### config.mk
export PLATFORM = sky130hd
export DESIGN_NAME = sc_stream_gen
export DESIGN_NICKNAME = d
export VERILOG_FILES = /design/src/rtl/sc_pkg.sv /design/src/rtl/sc_lfsr.sv /design/src/rtl/sc_stream_gen.sv
export SDC_FILE = /design/constraint.sdc
export NUM_CORES = 1
export LEC_CHECK = 0
export CORE_ASPECT_RATIO = 1.5
export CORE_UTILIZATION = 38
export CTS_CLUSTER_DIAMETER = 200
export DETAILED_ROUTE_END_ITERATION = 16
export GPL_TIMING_DRIVEN = 1
export MAX_ROUTING_LAYER = met4
export SYNTH_ARGS = -nofsm -noshare
export SYNTH_HDL_FRONTEND = slang
export SYNTH_SLANG_ARGS = --single-unit
export TNS_END_PERCENT = 50
### constraint.sdc
create_clock -name clk -period 9.9 [get_ports clk]
set_clock_uncertainty 0.15 [all_clocks]
set_input_delay 0.99 -clock clk [delete_from_list [all_inputs] [get_ports clk]]
set_output_delay 0.99 -clock clk [all_outputs]
set_load 0.02 [all_outputs]
### src/rtl/sc_pkg.sv
// Shared definitions for the stochastic-computing pipeline stages.
package sc_pkg;

   localparam int unsigned SC_WIDTH = 8;
   localparam int unsigned SC_LEN   = (1 << SC_WIDTH) - 1;

   // Feedback taps q[7]^q[5]^q[4]^q[3] (x^8+x^6+x^5+x^4+1), maximal length.
   localparam logic [SC_WIDTH-1:0] SC_LFSR_TAPS = 8'hB8;

   typedef enum logic [1:0] {
      IDLE = 2'd0,
      GEN  = 2'd1,
      DONE = 2'd2
   } sc_state_e;

endpackage

### src/rtl/sc_lfsr.sv
// Fibonacci LFSR register; load has priority over step, zero seed becomes 1.
module sc_lfsr
   import sc_pkg::*;
#(
   parameter int unsigned          WIDTH = SC_WIDTH,
   parameter logic [WIDTH-1:0]     SEED  = WIDTH'(1),
   parameter logic [WIDTH-1:0]     TAPS  = WIDTH'(SC_LFSR_TAPS)
) (
   input  logic             clk,
   input  logic             rst,
   input  logic             load,
   input  logic             step,
   output logic [WIDTH-1:0] q
);

   // An all-zero state would lock the register, so it is never loaded.
   localparam logic [WIDTH-1:0] SEED_EFF = (SEED == '0) ? WIDTH'(1) : SEED;

   always_ff @(posedge clk or posedge rst) begin
      if (rst) begin
         q <= SEED_EFF;
      end else if (load) begin
         q <= SEED_EFF;
      end else if (step) begin
         q <= {q[WIDTH-2:0], ^(q & TAPS)};
      end
   end

endmodule

### src/rtl/sc_stream_gen.sv
// Unipolar stochastic bitstream generator: LFSR vs. latched operand comparator,
// one stream bit per cycle over a full LFSR period.
module sc_stream_gen
   import sc_pkg::*;
#(
   parameter int unsigned WIDTH     = SC_WIDTH,
   parameter int unsigned LFSR_SEED = 1
) (
   input  logic                    clk,
   input  logic                    rst,
   input  logic                    start,
   input  logic [WIDTH-1:0]        a,
   output logic [(2**WIDTH)-2:0]   a_sbs,
   output logic                    busy,
   output logic                    done,
   output logic [WIDTH-1:0]        ones
);

   localparam int unsigned      LEN      = (1 << WIDTH) - 1;
   localparam logic [WIDTH-1:0] LAST_IDX = WIDTH'(LEN - 1);

   sc_state_e        state;
   sc_state_e        state_next;
   logic             load;
   logic             step;
   logic             busy_next;
   logic             done_next;
   logic             cmp;
   logic [WIDTH-1:0] lfsr_q;
   logic [WIDTH-1:0] a_q;
   logic [WIDTH-1:0] idx;

   sc_lfsr #(
      .WIDTH (WIDTH),
      .SEED  (WIDTH'(LFSR_SEED))
   ) u_lfsr (
      .clk  (clk),
      .rst  (rst),
      .load (load),
      .step (step),
      .q    (lfsr_q)
   );

   assign cmp = (lfsr_q <= a_q);

   always_ff @(posedge clk or posedge rst) begin
      if (rst) begin
         state <= IDLE;
      end else begin
         state <= state_next;
      end
   end

   // Next state and datapath controls; start is only honoured outside GEN.
   always_comb begin
      state_next = state;
      load       = 1'b0;
      step       = 1'b0;
      case (state)
         IDLE, DONE: begin
            if (start) begin
               state_next = GEN;
               load       = 1'b1;
            end
         end
         GEN: begin
            step = 1'b1;
            if (idx == LAST_IDX) begin
               state_next = DONE;
            end
         end
         default: state_next = IDLE;
      endcase
      busy_next = (state_next == GEN);
      done_next = (state_next == DONE);
   end

   always_ff @(posedge clk or posedge rst) begin
      if (rst) begin
         a_q  <= '0;
         idx  <= '0;
         a_sbs <= '0;
         ones <= '0;
         busy <= 1'b0;
         done <= 1'b0;
      end else begin
         busy <= busy_next;
         done <= done_next;
         if (load) begin
            a_q   <= a;
            idx   <= '0;
            a_sbs <= '0;
            ones  <= '0;
         end else if (step) begin
            a_sbs[idx] <= cmp;
            ones       <= WIDTH'(ones + WIDTH'(cmp));
            // Index parks on the last bit instead of running past the stream.
            if (idx != LAST_IDX) begin
               idx <= WIDTH'(idx + WIDTH'(1));
            end
         end
      end
   end

endmodule

==> results of run 1 <==
[cells in the mapped netlist, drive strengths merged (6+ instances only)]
library cell  instances  area, um^2
inv                  14        52.6
xnor2                 6        52.6
o211ai              224        1690
dfrtp               290        7260
a22o                  9        78.8
o21ai                46         230
nor2                 18        70.1
o31ai               223        1710
clkbuf              106         398
nand2                32         120
ha                   14         175
buf                  49         315
nand3                82         470
a21oi                 6        30.0
nand4                12        75.1
nor2b                 6        37.5
[power by group]
part,internal (mW),switching (mW)
Sequential,1.79,0.409
Clock,0.640,0.487
Combinational,1.48,2.27
[worst register-to-register path: cells and delay by family, from the launching register on]
kind / cells / cell delay, ns
buffers and inverters: 2 / 1.00
AOI/OAI and AO/OA: 4 / 1.29
DFF: 1 / 0.53
and+or+nand+nor: 1 / 0.13
adders and majority gates: 1 / 0.18
[cell families (layout without fill, tap and decap cells)]
family,Yosys count,in the layout
adder cells (fa/ha/maj),14,14
AO/OA/AOI/OAI,514,514
flip-flops,291,291
AND/OR/NAND/NOR,160,160
multiplexers,1,1
XOR/XNOR,10,10
buffers and inverters,169,357
[stage by stage]
| stage | total power [mW] | std cells | util (%) | hold slack, ns | cell area, um^2 |
|---|---|---|---|---|---|
| 2_1_floorplan | 4.42 | 1159 | - | 0.300 | 13000 |
| 5_1_grt | 7.50 | 1767 | 49.6 | 0.385 | 16600 |
| 6_report | 7.08 | 1767 | 49.6 | 0.342 | 16600 |
| 3_3_place_gp | 5.94 | 1713 | 46.7 | 0.325 | 15700 |
| 4_1_cts | 7.14 | 1767 | 49.6 | 0.348 | 16600 |
| 3_5_place_dp | 5.99 | 1713 | 46.7 | 0.332 | 15700 |
[layer usage]
layer	track usage [%]	part of all wire (%)	vias up
met5	-	0	-
met4	9.06	3.5	0
met3	4.89	6.7	58
met2	37.9	48	338
met1	29.7	41	5149
li1	-	-	4850
[flip-flops by register name, indices dropped and copies added (netlist names)]
| signal | cells |
|---|---|
| ones | 8 |
| state | 2 |
| done | 1 |
| idx | 8 |
| busy | 1 |
| u_lfsr.q | 8 |
| a_sbs | 255 |
| a_q | 8 |
[layout make-up]
type	instances	area, um^2	area share, %
Clock buffer	41	832	5.00
Clock inverter	13	133	0.797
Inverter	14	60.1	0.361
Multi-Input combinational cell	699	4940	29.7
Sequential cell	291	7280	43.8
Tap cell	420	526	3.16
Timing Repair Buffer	289	2860	17.2
[path summary, 6_finish.rpt]
| check | end | slack (ns) | depth (start not counted) |
|---|---|---|---|
| max in group asynchronous | a_sbs[147] | 7.29 | 3 |
| hold reg to reg | ones[7] | 0.34 | 1 |
| setup / recovery | a_sbs[144] | 6.46 | 8 |
| min in group asynchronous | a_sbs[43] | 0.75 | 2 |
| setup reg to reg | a_sbs[144] | 6.46 | 8 |
| hold / removal | ones[7] | 0.34 | 1 |
==> impl.org, run 1 <==
** Clocking
- Quantity of gates resized following cts :: 0
- Hold repair after CTS inserted 0 buffers.
- Clock insertion delay at the later pin of the skew report :: 0.57 ns
- Clock transition at path regs :: 0.06 ns
- Once the clock tree was built, the setup fixing pass inserted 0 buffers.
- For this design, the sink count on the clock tree is 291.
- Inserted Clock Buffers :: 30
- H-Tree Depth :: 1
- Buffers from clock root to sink, at most :: 3
- Clock tree root buffer cell :: sky130_fd_sc_hd__clkbuf_16
- TritonCTS built the clock tree.

** STA
- Highest attainable clock frequency :: 291 MHz
- The number of endpoints with negative hold slack in the final report was 0.
- Finish-stage setup viols :: 0
- Transition time at the pin with the least slew margin :: 1.37 ns
- Summed negative setup slack over all endpoints :: 0 ns
- Headroom to the max-slew limit :: 8.67%
- RSZ-0062 raised after global routing :: false
- After layout, the worst path uses 34.7% of the clock period.
- For the finished layout, the period the worst path requires is 3.44 ns.
- Post-route worst setup slack :: 6.46 ns
- The final count of pins violating max slew came to 0.

** Setup path
- Required time of the critical path :: 10.15 ns
- Worst setup SP type :: flip-flop
- Worst-path cell with the longest stage delay :: sky130_fd_sc_hd__buf_4
- The worst setup path is of the reg -> reg kind.
- Broken down by cell family, the worst path's largest delay share belongs to compound AO/OA/AOI/OAI gates.
- STA classifies the critical path endpoint as a flip-flop.
- Walking the worst path, the cells encountered are inv_1, ha_1, nor2b_1, o211ai_2, a21oi_1, o22a_4, buf_4, o31ai_1.
- In this run the worst setup path begins at u_lfsr.q[0].
- The critical path contains buffers and inverters numbering 2 combined.
- R2R Path Start :: u_lfsr.q[0]
- On the worst path, the slowest cell contributes a delay of 0.92 ns.
- Of all nets on the critical path, the largest fanout is 96.
- Data arrives at the worst endpoint at 3.69 ns.

** Detailed routing
- After detailed routing, the number of remaining DRC violations is 0.
- Post-Route WL :: 40700 um
- Via count :: 10400
- Drt first pass iters :: 5
- Via count normalized by instance count :: 5.88
- The count of nets left with antenna violations once routing finished came out at 0.
- In the final routed layout, each cell accounts on average for 23.0 um.
- Starting DRC count in detailed routing :: 806

** Placed design
- Routability-driven placement finished with a final weighted congestion of 0.771.
- At the placement stage, the worst setup path has a slack of 6.12 ns.
- PortBufs :: 275
- After legalization and detailed placement, the total HPWL measured 25000 um.

** GRT
- Remaining Overflow, GRT :: 0
- The initial antenna violation count came to 0.
- Aggregate global-route resource usage :: 23.8%
- The first global-routing pass estimated 62300 um of wire.
- Vias in the first global route :: 9854
- Maximum number of pins on one net before global-route repair :: 102

** Pwr
- Power per Cell Area :: 426 nW/um^2
- The worst-case IR drop observed on VDD is 0.261 mV.
- For this design the static power due to leakage is 6.27 nW.

** Yosys
- Dominant combinational cell family by area after synthesis :: compound AO/OA/AOI/OAI gates
- Parity-gate share of the synthesized area counting xor and xnor cells :: 0.675%
- Count of yosys warnings during synthesis :: 0
- Syn_nets :: 1184
- Post-synth EDFFs :: 0
- Share of cell area taken by muxes after synthesis :: 0.0771%
- Summing the areas of all and, or, nand and nor instances in the mapped netlist gives 6.65% of the synthesized area.
- Post-synthesis compound-gate area fraction :: 29.2%
- Distinct cell type count after synthesis :: 39
- Netlist area before placement :: 13000 um^2
- Commonest register cell after synthesis :: sky130_fd_sc_hd__dfrtp_1
- Async set-or-reset flop fraction in the synthesized netlist :: 100%
- Summing the sequential cell areas from Yosys gives 56.1% of the chip area.
- Average cell area after synthesis :: 11.2 um^2
- Post-synthesis share of cell area spent on full adders, half adders and majority gates :: 1.35%
- Synthesis produced a netlist whose cell count is 1159.
- Number of synthesized register bits :: 291

** Floorplanning
- Die X-Extent :: 153 um
- The die is 228 um tall.
- Starting utilization of the core area :: 38.7%
- After floorplanning, the core was divided into 82 placement rows.
- Die Footprint :: 34900 um^2
- For this design the top-level I/O count stands at 276.
- Floorplan core area :: 33500 um^2

** Hold path
- In this run the most critical hold path is launched from ones[7].
- The min-delay analysis places its worst path in the category reg -> reg.

** Final layout
- Final-layout fill cell count :: 3021
- N_diodes :: 0
- Net count of the finished layout :: 1350
- Compared with the post-synthesis result, the final layout area differs by 28.2%.
- In the layout the commonest cells are 290 x sky130_fd_sc_hd__dfrtp_1, 275 x sky130_fd_sc_hd__clkdlybuf4s50_1, 223 x sky130_fd_sc_hd__o211ai_1.
- The library cell used most frequently in the layout, excluding fill and tap cells, is sky130_fd_sc_hd__dfrtp_1.
- Cells with a size suffix above 1 make up 6.53% of the layout.

** Job
- Max-cap violations in this run came to 0.

** Status
- The flow ran to the end, and the final reports show no timing, DRC or antenna violations.
Power figures use the tool's default switching activity.
==> run 2, diff against run 1 <==
clock period = 3.3 ns   (was 9.9 ns; I/O delays follow)
==> run 2 against run 1 <==
- via count increased by 0.75%
- non-clock buffer count up 40
- maximum frequency is 39% higher
==> impl.org, run 2 (synthesis gave the netlist of run 1 again) <==
** Status
- Outcome: finished, final reports clean (unchanged).

** Pwr
- Sequential share of power :: 30.7% (was 31.1%)
- Logic gate share of total power :: 53.3% (was 53.0%)
- The power per cell area was 1270 nW/um^2 (was 426 nW/um^2).
- The reported net switching power came to 9.57 mW (was 3.17 mW).
- The proportion of total power due to net switching came to 44.2% (was 44.7%).
- Cell-internal power :: 12.1 mW (was 3.91 mW)
- Worst ir drop on vdd :: 0.975 mV (was 0.261 mV)
- Clock group share of total power :: 16.0% (was 15.9%)
- The static leakage power is 6.50 nW (was 6.27 nW).

** Detailed routing
- Detail Route Antenna Nets :: 0 (unchanged)
- Starting DRC count in detailed routing :: 798 (was 806)
- Via count normalized by instance count :: 5.79 (was 5.88)
- The final wirelength was 41600 um (was 40700 um).
- DR WL/cell :: 23.0 um (about the same)
- DRC violation count after routing :: 0 (unchanged)
- The number of iterations in the first detailed-routing pass is 5 (unchanged).
- The total via count after detailed routing was 10500 (was 10400).

** Setup path
- The type of element capturing the critical path was a flip-flop (unchanged).
- Cell count of the worst reg-to-reg path :: 4 (was 8)
- The startpoint of the worst register-to-register path is idx[4] (was u_lfsr.q[0]).
- Worst reg2reg path endpoint :: a_sbs[28] (was a_sbs[144])
- The kind of critical path is reg -> reg (unchanged).
- Setup slack of the most critical reg-to-reg path :: 0.83 ns (was 6.46 ns)
- Sequence of cells on the critical path :: nor2b_1, nand2_1, o211ai_1, o31ai_1 (was inv_1, ha_1, nor2b_1, o211ai_2, a21oi_1, o22a_4, buf_4, o31ai_1)
- Biggest cell delay along the critical path :: 0.68 ns (was 0.92 ns)
- The critical-path maximum fanout came to 32 (was 96).
- The startpoint class of the critical path is a flip-flop (unchanged).
- Worst-path cell with the longest stage delay :: sky130_fd_sc_hd__nand2_1 (was sky130_fd_sc_hd__buf_4)
- The required time reported for the critical path endpoint was 3.55 ns (was 10.15 ns).
- The signal arrival time at the worst endpoint came to 2.72 ns (was 3.69 ns).

** GRT
- Maximum number of pins on one net before global-route repair :: 152 (was 102)
- The total global routing track utilization is 24.3% (was 23.8%).
- The number of global-route vias before repair is 10100 (was 9854).
- Wire length of the first global-routing pass :: 63700 um (was 62300 um)
- Remaining Overflow, GRT :: 0 (unchanged)
- The initial antenna violation count was 0 (unchanged).

** Clocking
- Inserted Clock Buffers :: 30 (unchanged)
- Quantity of gates resized following cts :: 0 (unchanged)
- Clock tree from TritonCTS :: built (unchanged)
- Clock insertion delay at the later pin of the skew report :: 0.56 ns (was 0.57 ns)
- The number of H-tree levels came to 1 (unchanged).
- The library cell used as clock root buffer was sky130_fd_sc_hd__clkbuf_16 (unchanged).
- The maximum clock insertion buffer count came to 3 (unchanged).
- The clock-pin slew reported for the worst setup and hold paths after clock tree synthesis was 0.07 ns (was 0.06 ns).
- CTS Sinks :: 291 (unchanged)

** Hold path
- The hold path endpoint is a_q[0] (was ones[7]).
- The class of the tightest hold or removal check was in -> reg (was reg -> reg).
- Critical hold path startpoint :: a[0] (was ones[7])
- The count of cells along the worst hold path came to 3 (was 1).

** STA
- The transition time of the tightest slew-check pin is 1.10 ns (was 1.37 ns).
- The final count of pins violating max slew is 0 (unchanged).
- Post-route worst setup slack :: 0.832 ns (was 6.46 ns)
- Number of hold violations in the final report :: 0 (unchanged)
- The fraction of the cycle the final worst path needs is 74.8% (was 34.7%).
- The time the worst path needs with I/O delays and setup is 2.47 ns (was 3.44 ns).
- RSZ-0062 raised after global routing :: false (unchanged)
- The count of endpoints failing setup in the final report came to 0 (unchanged).
- The remaining max-slew budget at the tightest pin came to 26.5% (was 8.67%).
- Highest attainable clock frequency :: 405 MHz (was 291 MHz)

** Floorplanning
- Die X-Extent :: 153 um (unchanged)
- Starting utilization of the core area :: 38.7% (unchanged)
- The y dimension of the die came to 228 um (unchanged).
- The area of the core came to 33500 um^2 (unchanged).
- Number of core rows :: 82 (unchanged)
- The die outline area is 34900 um^2 (unchanged).
- The number of top-level pins was 276 (unchanged).

** Placed design
- The pre-CTS setup slack is 0.858 ns (was 6.12 ns).
- Placed Cells incl. Taps :: 1752 (was 1713)
- Final estimated routing congestion in global placement :: 0.799 (was 0.771)
- Hpwl dp :: 26500 um (was 25000 um)
- PortBufs :: 275 (unchanged)

** Final layout
- Most used cells in the layout excluding fill and tap cells :: 290 x sky130_fd_sc_hd__dfrtp_1, 275 x sky130_fd_sc_hd__clkdlybuf4s50_1, 223 x sky130_fd_sc_hd__o211ai_1 (unchanged)
- Largest reg by FF count :: a_sbs (unchanged)
- Most common cell after layout, fill and taps aside :: sky130_fd_sc_hd__dfrtp_1 (unchanged)
- The area taken by multi-input logic gates came to 4940 um^2 (unchanged).
- Post-layout instance count excluding filler cells :: 1809 (was 1767)
- The proportion of layout cells with a drive suffix above 1 was 8.93% (was 6.53%).
- The diode insertion count for antenna repair came to 0 (unchanged).
- Area added between synthesis and finish :: 31.7% (was 28.2%)
- The number of nets in the layout was 1390 (was 1350).
- Flip-flop count of the largest register after layout :: 255 (unchanged)
- Flip-flop and latch area :: 7280 um^2 (unchanged)
- Final-layout fill cell count :: 3009 (was 3021)

** Job
- Max Cap Viol :: 0 (unchanged)
[run 2: cell count changes in the layout (fill, tap and decap cells not counted), sizes merged]
cell         change
clkinvlp         +2
buf             +39
dlygate4sd3      +1
clkinv           -6
clkbuf           +8
inv              -2
[run 2: timing repair]
action                                 CTS  global route
endpoints found under the hold margin   10             0
setup buffers                            0             0
hold buffers                             1             0
[run 2: area by class of cell]
type | count | area share, %
clock buffers | 49 | 5.29
repair buffers | 329 | 19.2
clock inverters | 7 | 0.527
multi-input cells | 699 | 28.9
flip-flops and latches | 291 | 42.6
well taps | 420 | 3.08
inverters | 14 | 0.329
[run 2: worst max-delay path by stage]
stage                            from         to  slack [ns]  cells after the start
after floorplan                   rst     a_q[0]       -1.04                      1
after global placement    u_lfsr.q[0]    ones[4]        0.91                     12
after detailed placement       idx[4]  a_sbs[88]        0.86                      4
after CTS                      idx[4]  a_sbs[28]        0.86                      4
after global routing           idx[5]  a_sbs[33]        0.62                      4
final                          idx[4]  a_sbs[28]        0.83                      4
[run 2: power groups by stage]
stage	Sequential, mW	Combinational, mW	Clock (mW)
3_5_place_dp	6.69	11.6	0
4_1_cts	6.65	11.6	3.53
2_1_floorplan	8.34	4.94	0
5_1_grt	6.85	12.4	3.68
3_3_place_gp	6.63	11.5	0
6_report	6.64	11.5	3.47
[run 2: per-stage QoR]
step                instance area (um^2)  setup TNS, ns  util (%)  hold WS (ns)  total power [mW]
floorplan                          13000        -301.71         -         0.285              13.3
global placement                   16100              0      47.9         0.334              18.1
detailed placement                 16100              0      47.9         0.337              18.3
CTS                                17100              0      50.9         0.143              21.8
global route                       17100              0      50.9         0.164              22.9
finish                             17100              0      50.9         0.165              21.6
[run 2: worst max-delay path: cells and delay by family, from the launching register on]
kind	cells	cell delay, ns
and+or+nand+nor	2	1.07
AOI/OAI and AO/OA	2	0.54
DFF	1	0.53
[run 2: metal layers]
layer  vias up  track usage [%]  share of wire (%)
li1       4925                -                  -
met1      5190             30.1                 42
met2       300             39.5                 50
met3        58             4.59                5.5
met4         0             8.87                3.3
met5         -                -                  0
==> patch: new RTL, flow settings as in run 1 <==
Change the package constant `SC_WIDTH` from 8 to 9.
--- a/src/rtl/sc_pkg.sv
+++ b/src/rtl/sc_pkg.sv
@@ -2,5 +2,5 @@
 package sc_pkg;
 
-   localparam int unsigned SC_WIDTH = 8;
+   localparam int unsigned SC_WIDTH = 9;
    localparam int unsigned SC_LEN   = (1 << SC_WIDTH) - 1;
 
Interface: changed (resized a, a_sbs and ones); port bits go from 276 to 534. No check against the original RTL was run, so the function may have changed too.
==> patch against run 1 <==
- synthesized cell count grew 85%
- the run now ends with max-slew violations left
- maximum frequency shrank 27%
- routed wire length grew 110%
- count of clock-buffer cells in the layout grew 38
- via count grew 89%
- worst setup slack lost 1300 ps
- sequential cell count grew 260
- final area grew 89%
- synthesized area grew 85%
- largest cell class unchanged
- power grew 14%
- first-iteration DRC count grew 120%
==> patch: results (changes against run 1) <==
via count: 19700 (+89%)
Metal-1 WL: 34600 um (+110%)
WL final: 84500 um (+110%)
post-synthesis cell type count: 41 (+5.1%)
M1 GR Usage: 32.1% (+2.4 points)
Slew HR: -7.19% (-16 points)
RePlAce Congestion: 0.822 (+6.6%)
detailed placement HPWL: 49600 um (+98%)
crit path from: u_lfsr.q[7]$_DFFE_PP0P_
Hold Worst Slack: 351 ps (+8.25 ps)
All-Layer GR Usage: 26.3% (+2.5 points)
failing checks: max-slew violations
Area contributors post-synth: dfrtp_1 (57%), o211ai_1 (15%), o31ai_1 (15%)
largest net degree at the start of global routing: 246 (+140%)
1st-iter DRT viols: 1802 (+120%)
syn avg cell area: 11.2 um2 (+0.34%)
max-slew violation count: 117 (+117)
worst vdd ir: 0.000465 V (+78%)
clock latency on the worst-skew pair: 640 ps (+70 ps)
layout cells sized above 1: 5.47% (-1.1 points)
Final #Nets: 2452 (+82%)
average wire per standard cell: 25.9 um (+12%)
outcome: finished, violations left
switching share of power: 41.6% (-3.2 points)
Setup WS pre-CTS: 5310 ps (-809 ps)
worst-path fanout max: 102 (+6.3%)
Worst EP arrival: 5010 ps (+1320 ps)
Port Buffers: 533 (+94%)
max frequency: 213 MHz (-27%)
-- patch: changes by cell type in the layout (fill, tap and decap cells not counted), moves of 15 or more --
cell and change:
dfrtp_1 +260, nand2_1 +25, o211ai_1 +261, o31ai_1 +268, nand3_1 -60, clkdlybuf4s50_1 +258, a311oi_1 +15, clkbuf_16 +25
a21oi_1 +26
-- patch: final cells by class --
| type | count | share of cell area, % |
|---|---|---|
| Multi-Input combinational cell | 1248 | 29.0 |
| Clock buffer | 79 | 5.19 |
| Timing Repair Buffer | 555 | 17.7 |
| Inverter | 14 | 0.179 |
| Sequential cell | 551 | 44.0 |
| Clock inverter | 19 | 0.754 |
| Tap cell | 798 | 3.18 |
-- patch: power groups by stage --
stage | clock [uW] | combinational, uW | sequential (uW)
after floorplan | 0 | 1580 | 3130
after global placement | 0 | 3030 | 2820
after detailed placement | 0 | 3060 | 2830
after CTS | 2240 | 3060 | 2790
after global routing | 2330 | 3260 | 2830
final | 2190 | 3050 | 2800
